===== src/rtl/memory_access_stage_pkg.sv =====
// Shared types and constants for the memory access stage: FSM states,
// funct3 size encodings, pipeline control and the Memory->Writeback payload.
package memory_access_stage_pkg;

    typedef enum logic [1:0] {
        IDLE,
        REQ,
        WAIT,
        DRAIN
    } memState_t;

    localparam logic [2:0] F3_LB  = 3'b000;
    localparam logic [2:0] F3_LH  = 3'b001;
    localparam logic [2:0] F3_LW  = 3'b010;
    localparam logic [2:0] F3_LBU = 3'b100;
    localparam logic [2:0] F3_LHU = 3'b101;
    localparam logic [2:0] F3_SB  = 3'b000;
    localparam logic [2:0] F3_SH  = 3'b001;
    localparam logic [2:0] F3_SW  = 3'b010;

    // Hazard-unit control for a pipeline register.
    typedef struct packed {
        logic stall;
        logic flush;
    } pipeControl_t;

    typedef struct packed {
        logic        valid;
        logic        illegal;
        logic        regWrite;
        logic [4:0]  rd;
        logic [31:0] data;
    } mwPayload_t;

endpackage


===== src/rtl/memory_access_stage_align.sv =====
// Byte-lane logic for the memory stage: store strobes/data replication,
// load extraction with sign/zero extension, and misalignment detection.
module load_store_align
    import memory_access_stage_pkg::*;
(
    input  logic [2:0]  funct3,
    input  logic [1:0]  byteOffset,
    input  logic [31:0] storeData,
    input  logic [31:0] loadWord,
    output logic [3:0]  strobe,
    output logic [31:0] wdata,
    output logic [31:0] loadData,
    output logic        misaligned
);

    logic [31:0] shifted;

    // NOTE: every output of an always_comb block gets a default first so no
    // path leaves it unassigned, which would otherwise infer a latch.
    always_comb begin
        misaligned = 1'b0;
        case (funct3)
            F3_LB, F3_LBU: misaligned = 1'b0;
            F3_LH, F3_LHU: misaligned = byteOffset[0];
            F3_LW:         misaligned = |byteOffset;
            default:       misaligned = 1'b1;
        endcase
    end

    always_comb begin
        strobe = 4'b1111;
        wdata  = storeData;
        case (funct3)
            F3_SB: begin
                strobe = 4'b0001 << byteOffset;
                wdata  = {4{storeData[7:0]}};
            end
            F3_SH: begin
                strobe = 4'b0011 << byteOffset;
                wdata  = {2{storeData[15:0]}};
            end
            default: begin
                strobe = 4'b1111;
                wdata  = storeData;
            end
        endcase
    end

    assign shifted = loadWord >> {byteOffset, 3'b000};

    always_comb begin
        loadData = shifted;
        case (funct3)
            F3_LB:   loadData = {{24{shifted[7]}}, shifted[7:0]};
            F3_LH:   loadData = {{16{shifted[15]}}, shifted[15:0]};
            F3_LBU:  loadData = {24'h0, shifted[7:0]};
            F3_LHU:  loadData = {16'h0, shifted[15:0]};
            default: loadData = shifted;
        endcase
    end

endmodule


===== src/rtl/memory_access_stage.sv =====
// Memory stage of the 5-stage core: issues DMEM load/store requests, stalls
// the pipeline while an access is outstanding, and fills the MW register.
module memory_access_stage
    import memory_access_stage_pkg::*;
#(
    parameter int ADDR_WIDTH = 32,
    parameter int DATA_WIDTH = 32
) (
    input  logic                  clock,
    input  logic                  reset,
    input  logic                  exValid,
    input  logic                  exIllegal,
    input  logic                  exIsLoad,
    input  logic                  exIsStore,
    input  logic [2:0]            exFunct3,
    input  logic [ADDR_WIDTH-1:0] exAddress,
    input  logic [DATA_WIDTH-1:0] exStoreData,
    input  logic [4:0]            exRd,
    input  logic                  exRegWrite,
    input  logic [DATA_WIDTH-1:0] exResult,
    input  pipeControl_t          mwControl,
    output logic                  dmemReqValid,
    input  logic                  dmemReqReady,
    output logic                  dmemReqWrite,
    output logic [ADDR_WIDTH-1:0] dmemReqAddr,
    output logic [DATA_WIDTH-1:0] dmemReqWdata,
    output logic [3:0]            dmemReqStrb,
    input  logic                  dmemRespValid,
    input  logic [DATA_WIDTH-1:0] dmemRespRdata,
    output logic                  stallControl,
    output logic                  mwValid,
    output logic                  mwIllegal,
    output logic                  mwRegWrite,
    output logic [4:0]            mwRd,
    output logic [DATA_WIDTH-1:0] mwData
);

    memState_t   state;
    memState_t   nextState;
    mwPayload_t  mwReg;
    mwPayload_t  mwNext;
    logic        isMem;
    logic        misaligned;
    logic        memOp;
    logic [3:0]  strobe;
    logic [31:0] laneData;
    logic [31:0] loadData;

    load_store_align alignUnit (
        .funct3     (exFunct3),
        .byteOffset (exAddress[1:0]),
        .storeData  (exStoreData),
        .loadWord   (dmemRespRdata),
        .strobe     (strobe),
        .wdata      (laneData),
        .loadData   (loadData),
        .misaligned (misaligned)
    );

    assign isMem = exIsLoad || exIsStore;
    assign memOp = exValid && !exIllegal && isMem && !misaligned;

    // Request fields come straight from the EX/MEM register, which the hazard
    // unit holds while stallControl is high, so they stay stable in REQ.
    assign dmemReqWrite = exIsStore;
    assign dmemReqAddr  = {exAddress[ADDR_WIDTH-1:2], 2'b00};
    assign dmemReqWdata = laneData;
    assign dmemReqStrb  = exIsStore ? strobe : 4'b0000;

    // NOTE: sequential state is written with non-blocking assignments so every
    // flop samples pre-edge values regardless of block ordering.
    always_ff @(posedge clock) begin
        if (!reset) begin
            state <= IDLE;
        end else begin
            state <= nextState;
        end
    end

    always_comb begin
        nextState    = state;
        dmemReqValid = 1'b0;
        case (state)
            IDLE: begin
                if (memOp) begin
                    dmemReqValid = 1'b1;
                    nextState    = dmemReqReady ? WAIT : REQ;
                end
            end
            REQ: begin
                // Losing memOp here means EX/MEM was flushed by a trap.
                if (mwControl.flush || !memOp) begin
                    nextState = IDLE;
                end else begin
                    dmemReqValid = 1'b1;
                    if (dmemReqReady) nextState = WAIT;
                end
            end
            WAIT: begin
                if (dmemRespValid) begin
                    nextState = IDLE;
                end else if (mwControl.flush || !memOp) begin
                    nextState = DRAIN;
                end
            end
            DRAIN: begin
                if (dmemRespValid) nextState = IDLE;
            end
            default: nextState = IDLE;
        endcase
        if (!reset) dmemReqValid = 1'b0;
    end

    assign stallControl = reset &&
                          ((memOp && !(state == WAIT && dmemRespValid)) ||
                           (state == DRAIN && exValid));

    always_comb begin
        mwNext          = '0;
        mwNext.valid    = exValid;
        mwNext.illegal  = exIllegal || (isMem && misaligned);
        mwNext.regWrite = exRegWrite && !exIsStore && (exRd != 5'd0);
        mwNext.rd       = exRd;
        mwNext.data     = (exIsLoad && memOp) ? loadData : exResult;
    end

    always_ff @(posedge clock) begin
        if (!reset) begin
            mwReg <= '0;
        end else if (mwControl.flush) begin
            // Only valid matters for a bubble; the rest is left as is.
            mwReg.valid <= 1'b0;
        end else if (!(mwControl.stall || stallControl)) begin
            mwReg <= mwNext;
        end
    end

    assign mwValid    = mwReg.valid;
    assign mwIllegal  = mwReg.illegal;
    assign mwRegWrite = mwReg.regWrite;
    assign mwRd       = mwReg.rd;
    assign mwData     = mwReg.data;

endmodule

===== config.mk =====
export PLATFORM = sky130hd
export DESIGN_NAME = memory_access_stage
export DESIGN_NICKNAME = d
export VERILOG_FILES = /design/src/rtl/memory_access_stage_pkg.sv /design/src/rtl/memory_access_stage_align.sv /design/src/rtl/memory_access_stage.sv
export SDC_FILE = /design/constraint.sdc
export NUM_CORES = 1
export LEC_CHECK = 0
export ABC_AREA = 1
export BUFFER_PORTS_ARGS = -buffer_cell sky130_fd_sc_hd__clkbuf_2
export CORE_MARGIN = 5
export CORE_UTILIZATION = 45
export DETAILED_ROUTE_END_ITERATION = 10
export PLACE_DENSITY_LB_ADDON = 0.15
export SETUP_SLACK_MARGIN = 0.05
export SLEW_MARGIN = 25
export SYNTH_ARGS = -nofsm -noshare
export SYNTH_HDL_FRONTEND = slang
export SYNTH_SLANG_ARGS = --single-unit

===== constraint.sdc =====
create_clock -name clock -period 4.65 [get_ports clock]
set_clock_uncertainty 0.2 [all_clocks]
set_input_delay 0.465 -clock clock [delete_from_list [all_inputs] [get_ports clock]]
set_output_delay 0.465 -clock clock [all_outputs]
set_load 0.02 [all_outputs]

======== Yosys cells after proc, flatten, opt, wreduce, memory -nomap -nowiden ========
Cells that the tools add are included.
storage, ports and cells
  register bits ........................... 42
  input port bits ......................... 147
  logic and storage cells ................. 71
operators by class
  equality and inequality tests ........... 11
  shifts and indexed selects .............. 3
  mux-type cells .......................... 18
  bitwise logic cells ..................... 3
  reduce and logical (&&, ||, !) cells .... 30
operators by type and width
  operator                                         number
  one-hot mux 32 bit (4 select lines)              1
  one-hot mux 32 bit (2 select lines)              1
  2-to-1 mux 32 bit                                1
  >> shifter 32 x 5 -> 32 bit                      1
  2-to-1 mux 2 bit                                 7
  logical AND 1 bit                                11
  one-hot mux 2 bit (4 select lines)               1
  one-hot mux 4 bit (2 select lines)               1
  OR reduction 2 bit                               4
  == test 3 bit, second input constant             2
  != test 3 bit, second input constant             2
  zero test 1 bit                                  5
  logical OR 1 bit                                 5
  nonzero test 5 bit                               1
  == test 2 bit, second input constant             2
  2-to-1 mux 4 bit                                 1
  != test 2 bit, second input constant             2
  AND reduction 4 bit                              1
  << shifter 1 x 2 -> 4 bit, first input constant  1
  << shifter 2 x 2 -> 4 bit, first input constant  1
  == test 3 x 1 -> 1 bit, second input constant    1
  == test 3 x 2 -> 1 bit, second input constant    1
  zero test 3 bit                                  1
  2-to-1 mux 1 bit                                 3
  6 further kinds                                  8

======== Depth between registers and ports, before layout ========
Gate-level depths: netlist of run 1.
  depth after elaboration ................. 11
  depth in mapped cells ................... 12

======== Hierarchy ========
Synthesis of run 1 repeated with hierarchy kept, for this count alone.
second synthesis, totals
  cells, all modules ...................... 715
  area total of the unflattened synthesis .. 3,938.8 sq um
modules (own cells, without submodules)
  module               times used  cells an instance  area each (sq um)  sequential area each (sq um)
  memory_access_stage  1           446                2,626.3            840.8
  load_store_align     1           269                1,312.5            0.0

======== Least setup slack after synthesis of run 1 ========
No wires, ideal clock.
  path type ............................... in2out
  start point ............................. in exAddress[0]
  end point ............................... out dmemReqValid
  data arrival time ....................... 2,018 ps
  slack ................................... 1,967 ps
  stages .................................. 6
  path buffers ............................ 1
  path through ............................ buf_4 nor2_4 nand2_1 nand2_2 nand3_4 a2111oi_0
between the ends
  word-level cells in the longest chain between the ends .. 9
  elaborated cells on any way between the ends .. 10
  classes of those cells .................. mux: 5; reduce/logical: 5
ends and longest elaborated chain
  item                                  RTL line                         text
  start: declaration                    memory_access_stage.sv:16        input logic [ADDR_WIDTH-1:0] exAddress,
  OR reduction 2 bit                    memory_access_stage_align.sv:25  F3_LW: misaligned = |byteOffset;
  one-hot mux 1 bit (3 select lines) *  memory_access_stage_align.sv:22  case (funct3)
  zero test 1 bit *                     memory_access_stage.sv:61        assign memOp = exValid && !exIllegal && isMem && !misaligned;
  logical AND 1 bit *                   memory_access_stage.sv:61
  zero test 1 bit                       memory_access_stage.sv:92        if (mwControl.flush || !memOp) begin
  logical OR 1 bit                      memory_access_stage.sv:92
  2-to-1 mux 1 bit                      memory_access_stage.sv:92
  one-hot mux 1 bit (2 select lines) *  memory_access_stage.sv:83        case (state)
  2-to-1 mux 1 bit *                    memory_access_stage.sv:111       if (!reset) dmemReqValid = 1'b0;
  end: declaration                      memory_access_stage.sv:22        output logic dmemReqValid,
Every way passes the cells marked *; elsewhere a longest branch is shown, timed or not.

======== Worst setup path after layout of run 1 ========
  start point ............................. in exFunct3[1]
  end point ............................... out dmemReqWdata[22]
between the ends
  word-level cells in the longest chain between the ends .. 2
  elaborated cells on any way between the ends .. 3
  classes of those cells .................. eq/ne: 1; mux: 1; reduce/logical: 1
ends and longest elaborated chain
  item                                                              RTL line                         text
  start: declaration                                                memory_access_stage.sv:15        input logic [2:0] exFunct3,
  == test 3 x 1 -> 1 bit / zero test 3 bit (equally long branches)  memory_access_stage_align.sv:33  case (funct3)
  one-hot mux 32 bit (2 select lines) *                             memory_access_stage_align.sv:33
  end: declaration                                                  memory_access_stage.sv:26        output logic [DATA_WIDTH-1:0] dmemReqWdata,
Marks and branches as above.

==> impl_metrics.yaml, run 1 <==
critical_path:
  crit_buf_inv: 4
  cp-end-kind: "output port"
  critPathRequiredTime_ns: 3.98
  worstPathArrival_ns: 2.30
  startpoint_type: "input port"
  critPathKind: "in -> out"
  worst-path-max-fanout: 20
  max_stage_delay_ns: 0.55
  cpLargestDelayFamily: "simple AND/OR/NAND/NOR gates"
  crit_slowest_cell: "nand2_1"
  crit_path_cell_trace: "clkbuf_2 -> inv_2 -> nand2_1 -> nor2_2 -> inv_1 -> nand2_1 -> mux2_2 -> clkbuf_2"
sta:
  slew_viol_final: 0
  worst_slew_pin_slew_ns: 0.819
  fmax_mhz: 337
  hold_violations: 0
  timing.final.crit_share_pct: 63.8
  rsz0062_at_grt: "no"
  setup_viol: 0
  tns_ns: 0
  relSlewSlack_pct: 45.4
  period_minus_slack_ns: 2.97
global_route:
  grt_pass1_vias: 4072
  grt_pass1_wl_um: 19000
  grt_max_degree: 72
  antenna_found_initial: 0
  grt_usage_pct: 22.8
  overflow: 0
clocking:
  cts_resized: 0
  clk_root_buffer_cell: "clkbuf_8"
  post_cts_buffers: 0
  cts_buffers: 5
  path_clk_slew_ns: 0.10
  cts.path.max_buffers: 2
  cts_tree: "yes"
  cts_max_level: 2
  clkSinkCount: 42
  clock_latency_ns: 0.30
  holdBufCountCts: 0
detailed_routing:
  drt-total-wl_um: 12000
  routedWlPerCell_um: 13.3
  ant_nets: 0
  drc: 0
  vias: 4374
  drtPass1Iterations: 5
  viasPerCell: 4.84
  initialDrtViolationCount: 199
logic_synthesis:
  synth_common_cells: "nand2_1 (226), nor2_1 (89), inv_1 (79)"
  synth_area_per_cell_sq_um: 5.65
  synth_area_leaders: "nand2_1 (22%), dfxtp_1 (22%), buf_4 (9.5%)"
  synthArstFlopShare_pct: 0
  synth_top_area_cell: "nand2_1"
  yosysSeqAreaShare_pct: 22.2
  synth-edff-count: 0
  yosys_warnings: 0
  synthDominantCellAreaShare_pct: 22.4
  synth_most_common_cell: "nand2_1"
  ys_ff_latch: 42
  synth_cells: 670
  syn_area_sq_um: 3780
  ys.flop_type: "dfxtp_1"
  synth.distinct_cells: 31
layout:
  final_nets: 944
  syn2layout_area_growth_pct: 18.8
  final_cells: 903
  multi_input_area_sq_um: 2120
  seqCellArea_sq_um: 841
  antenna_cells: 0
  drive_above_1_share_pct: 28.1
  fill_cells: 882
floorplanning:
  fp.dieH_um: 102
  start_util_pct: 46.1
  ioPinCount: 258
  num_rows: 33
  floorplan.die.width_um: 102
  core_sq_um: 8220
  dieArea_sq_um: 10300
worst_hold_path:
  hold_class: "in -> reg"
place:
  port_buffers: 195
  placed_cells: 895
  gp_congestion: 0.892
  post-dp-hpwl_um: 9470
outcome:
  run_status: "finished clean"
run:
  max-cap-violations: 0
power_and_ir_drop:
  leakage_nw: 2.70
  power.density_nw_per_um2: 256
  ir_drop_mv: 0.200
through the flow:
step | hold slack (ns) | worst slack, ns | cell area, sq um | total power, mW | util [%]
floorplan | 0.332 | 1.97 | 3790 | 0.770 | -
global placement | 0.253 | 1.54 | 4390 | 0.860 | 53.4
detailed placement | 0.262 | 1.45 | 4390 | 0.868 | 53.4
CTS | 0.223 | 1.66 | 4500 | 1.16 | 54.7
global route | 0.234 | 1.42 | 4500 | 1.24 | 54.7
finish | 0.231 | 1.68 | 4500 | 1.15 | 54.7
final timing paths:
kind / to / start / cells after the start / slack [ns]
min reg2reg: mwRd[1]$_SDFFE_PN0P_ / mwRd[1]$_SDFFE_PN0P_ / 2 / 0.27
min: mwRd[1]$_SDFFE_PN0P_ / exRd[1] / 3 / 0.23
max reg2reg: mwData[26]$_SDFFE_PN0P_ / state[1]$_SDFFE_PN0P_ / 7 / 2.36
max: dmemReqWdata[22] / exFunct3[1] / 8 / 1.68
logic make-up after synthesis:
group | synth area share, %
and+or+nand+nor | 39.5
buffers and inverters | 21.8
AOI/OAI and AO/OA | 12.9
DFF | 22.2
muxes | 3.44
other | 0.0991
cells in the final DEF, fill, tap and decap left out, types with 5 or more instances in the layout:
| cell | n |
|---|---|
| clkbuf_8 | 5 |
| nand2_1 | 226 |
| nand4_1 | 8 |
| a21oi_1 | 26 |
| dfxtp_1 | 42 |
| o21ai_1 | 16 |
| clkbuf_2 | 195 |
| nor2_1 | 89 |
| nand3_1 | 25 |
| mux2_2 | 8 |
| inv_1 | 79 |
| o21ai_0 | 36 |
final cells by class:
type                            count  area share [%]
Clock buffer                        7            1.70
Timing Repair Buffer              195            21.7
Inverter                           85            7.10
Tap cell                          105            2.92
Sequential cell                    42            18.7
Clock inverter                      1           0.668
Multi-Input combinational cell    468            47.2
registers in the layout, indices dropped and copies added, names as in the netlist:
signal      count
mwData         32
mwIllegal       1
mwRd            5
mwRegWrite      1
mwValid         1
state           2
routing by layer:
metal / routed length [um] / global-route usage [%] / vias to the layer above
met5: 0 / 0 / -
met4: 236 / 6.03 / 0
li1: - / - / 2274
met3: 1040 / 4.82 / 27
met2: 5900 / 40.9 / 198
met1: 4820 / 27.4 / 1875
power breakdown:
group,switching [mW],internal [mW],total [mW]
Clock,0.132,0.161,0.293
Sequential,0.0271,0.393,0.420
Combinational,0.280,0.159,0.440
worst register-to-register path: stages (launching register included):
cell and delay [ns]:
dfxtp_1 0.46, nand3_1 0.11, nand4_1 0.10, nand2_1 0.07
nand2_2 0.18, nand3_4 0.59, o21bai_1 0.39, nor2_1 0.06
Note: power is estimated with default switching activity, not from simulation.
==> run 2: changes to the inputs <==
Settings changed: CORE_UTILIZATION 45 to 39.
Clock period 4.65 ns to 2.6 ns, I/O delays scaled along.
==> impl_metrics.yaml, run 2 (synthesized netlist as in run 1, its figures left out) <==
layout:
  syn2layout_area_growth_pct: 21.7
  final_nets: 953
  layout_commonest_cell: "nand2_1"
  antenna_cells: 0
  drive_above_1_share_pct: 29.0
  final_cell_mix: "nand2_1 (226), clkbuf_2 (195), nor2_1 (89)"
  largest_reg_flops: 32
  multi_input_area_sq_um: 2120
  seqCellArea_sq_um: 841
  final_cells: 940
  design_area_sq_um: 4600
  fill_cells: 1133
clocking:
  cts.path.max_buffers: 2
  cts_max_level: 2
  cts_tree: "yes"
  clk_root_buffer_cell: "clkbuf_8"
  holdBufCountCts: 0
  post_cts_buffers: 0
  path_clk_slew_ns: 0.09
  clkSinkCount: 42
  clock_latency_ns: 0.29
  cts_buffers: 5
  cts_resized: 0
critical_path:
  worst-path-max-fanout: 20
  startpoint_type: "input port"
  critPathRequiredTime_ns: 2.14
  r2r_slack_ns: 0.55
  cp-endpoint: "dmemReqWdata[20]"
  startpoint: "exFunct3[1]"
  critPathKind: "in -> out"
  timing.rr.start: "state[0]$_SDFFE_PN0P_"
  cp-end-kind: "output port"
  worstPathArrival_ns: 1.83
  r2r_end: "mwData[19]$_SDFFE_PN0P_"
  worstRegToRegCells: 9
sta:
  fmax_mhz: 437
  rsz0062_at_grt: "no"
  worst_slew_pin_slew_ns: 0.533
  slew_viol_final: 0
  relSlewSlack_pct: 64.4
  timing.final.crit_share_pct: 88.1
  setup_viol: 0
  tns_ns: 0
  period_minus_slack_ns: 2.29
  hold_violations: 0
global_route:
  overflow: 0
  antenna_found_initial: 0
  grt_pass1_wl_um: 19000
  grt_pass1_vias: 4013
  grt_usage_pct: 20.1
  grt_max_degree: 41
floorplanning:
  start_util_pct: 39.3
  ioPinCount: 258
  dieArea_sq_um: 11800
  num_rows: 36
  core_sq_um: 9640
  fp.dieH_um: 109
  floorplan.die.width_um: 109
detailed_routing:
  vias: 4420
  viasPerCell: 4.70
  drtPass1Iterations: 5
  routedWlPerCell_um: 13.3
  drc: 0
  ant_nets: 0
  initialDrtViolationCount: 206
  drt-total-wl_um: 12500
place:
  placed_cells: 932
  port_buffers: 195
  post-dp-hpwl_um: 9880
  place_area_sq_um: 4520
  gp_congestion: 0.863
power_and_ir_drop:
  ir_drop_mv: 0.357
  power.density_nw_per_um2: 437
  p_clk_share_pct: 22.2
  p_seq_share_pct: 37.4
  p_int_mw: 1.19
  combPwrFrac_pct: 40.4
  p_sw_share_pct: 40.8
  leakage_nw: 2.75
  p_switching_uw: 820
run:
  max-cap-violations: 0
worst_hold_path:
  hold_class: "in -> reg"
outcome:
  run_status: "finished clean"
==> run 2: how the worst min path moves through the flow <==
stage	slack, ns	endpoint	cells after the start	from
after floorplan	0.22	mwValid$_SDFFE_PP0N_	2	exValid
after global placement	0.24	mwValid$_SDFFE_PP0N_	2	mwValid$_SDFFE_PP0N_
after detailed placement	0.25	mwValid$_SDFFE_PP0N_	2	mwValid$_SDFFE_PP0N_
after CTS	0.02	mwRd[2]$_SDFFE_PN0P_	3	exRd[2]
after global routing	0.03	state[0]$_SDFFE_PN0P_	3	reset
final	0.03	mwRd[0]$_SDFFE_PN0P_	3	exRd[0]
==> run 2: final cells by class <==
class                   instances  share of cell area, %
clock buffers                   6                   1.58
clock inverters                 2                  0.299
inverters                      85                   6.93
multi-input cells             468                   46.1
flip-flops and latches         42                   18.3
well taps                     133                   3.61
repair buffers                204                   23.2
==> run 2: stage by stage <==
stage	total power, mW	worst slack, ns	hold slack [ns]	utilization (%)
6_report	2.01	0.309	0.0335	47.8
5_1_grt	2.16	0.184	0.0350	47.8
4_1_cts	2.03	0.311	0.0224	47.8
3_5_place_dp	1.58	0.312	0.252	46.9
3_3_place_gp	1.57	0.354	0.244	46.9
2_1_floorplan	1.38	0.327	0.221	-
==> run 2: worst max-delay path: stages <==
cell      delay, ns
clkbuf_2       0.11
inv_2          0.09
nand2_1        0.06
nor2_2         0.18
inv_1          0.24
nand2_1        0.13
buf_4          0.24
mux2_2         0.36
clkbuf_2       0.15
==> run 2: power by group through the flow <==
stage / sequential [mW] / combinational, mW / clock (mW)
detailed placement: 0.766 / 0.810 / 0
global route: 0.761 / 0.909 / 0.490
global placement: 0.764 / 0.804 / 0
finish: 0.752 / 0.813 / 0.446
CTS: 0.751 / 0.814 / 0.462
floorplan: 0.801 / 0.576 / 0
==> run 2: layer usage <==
metal  part of all wire (%)  up-vias  track usage [%]
met5                      0        -                0
met4                    1.1        0             4.06
met3                    8.0       16             4.18
met2                     49      175             35.8
met1                     42     1935             24.9
li1                       -     2294                -
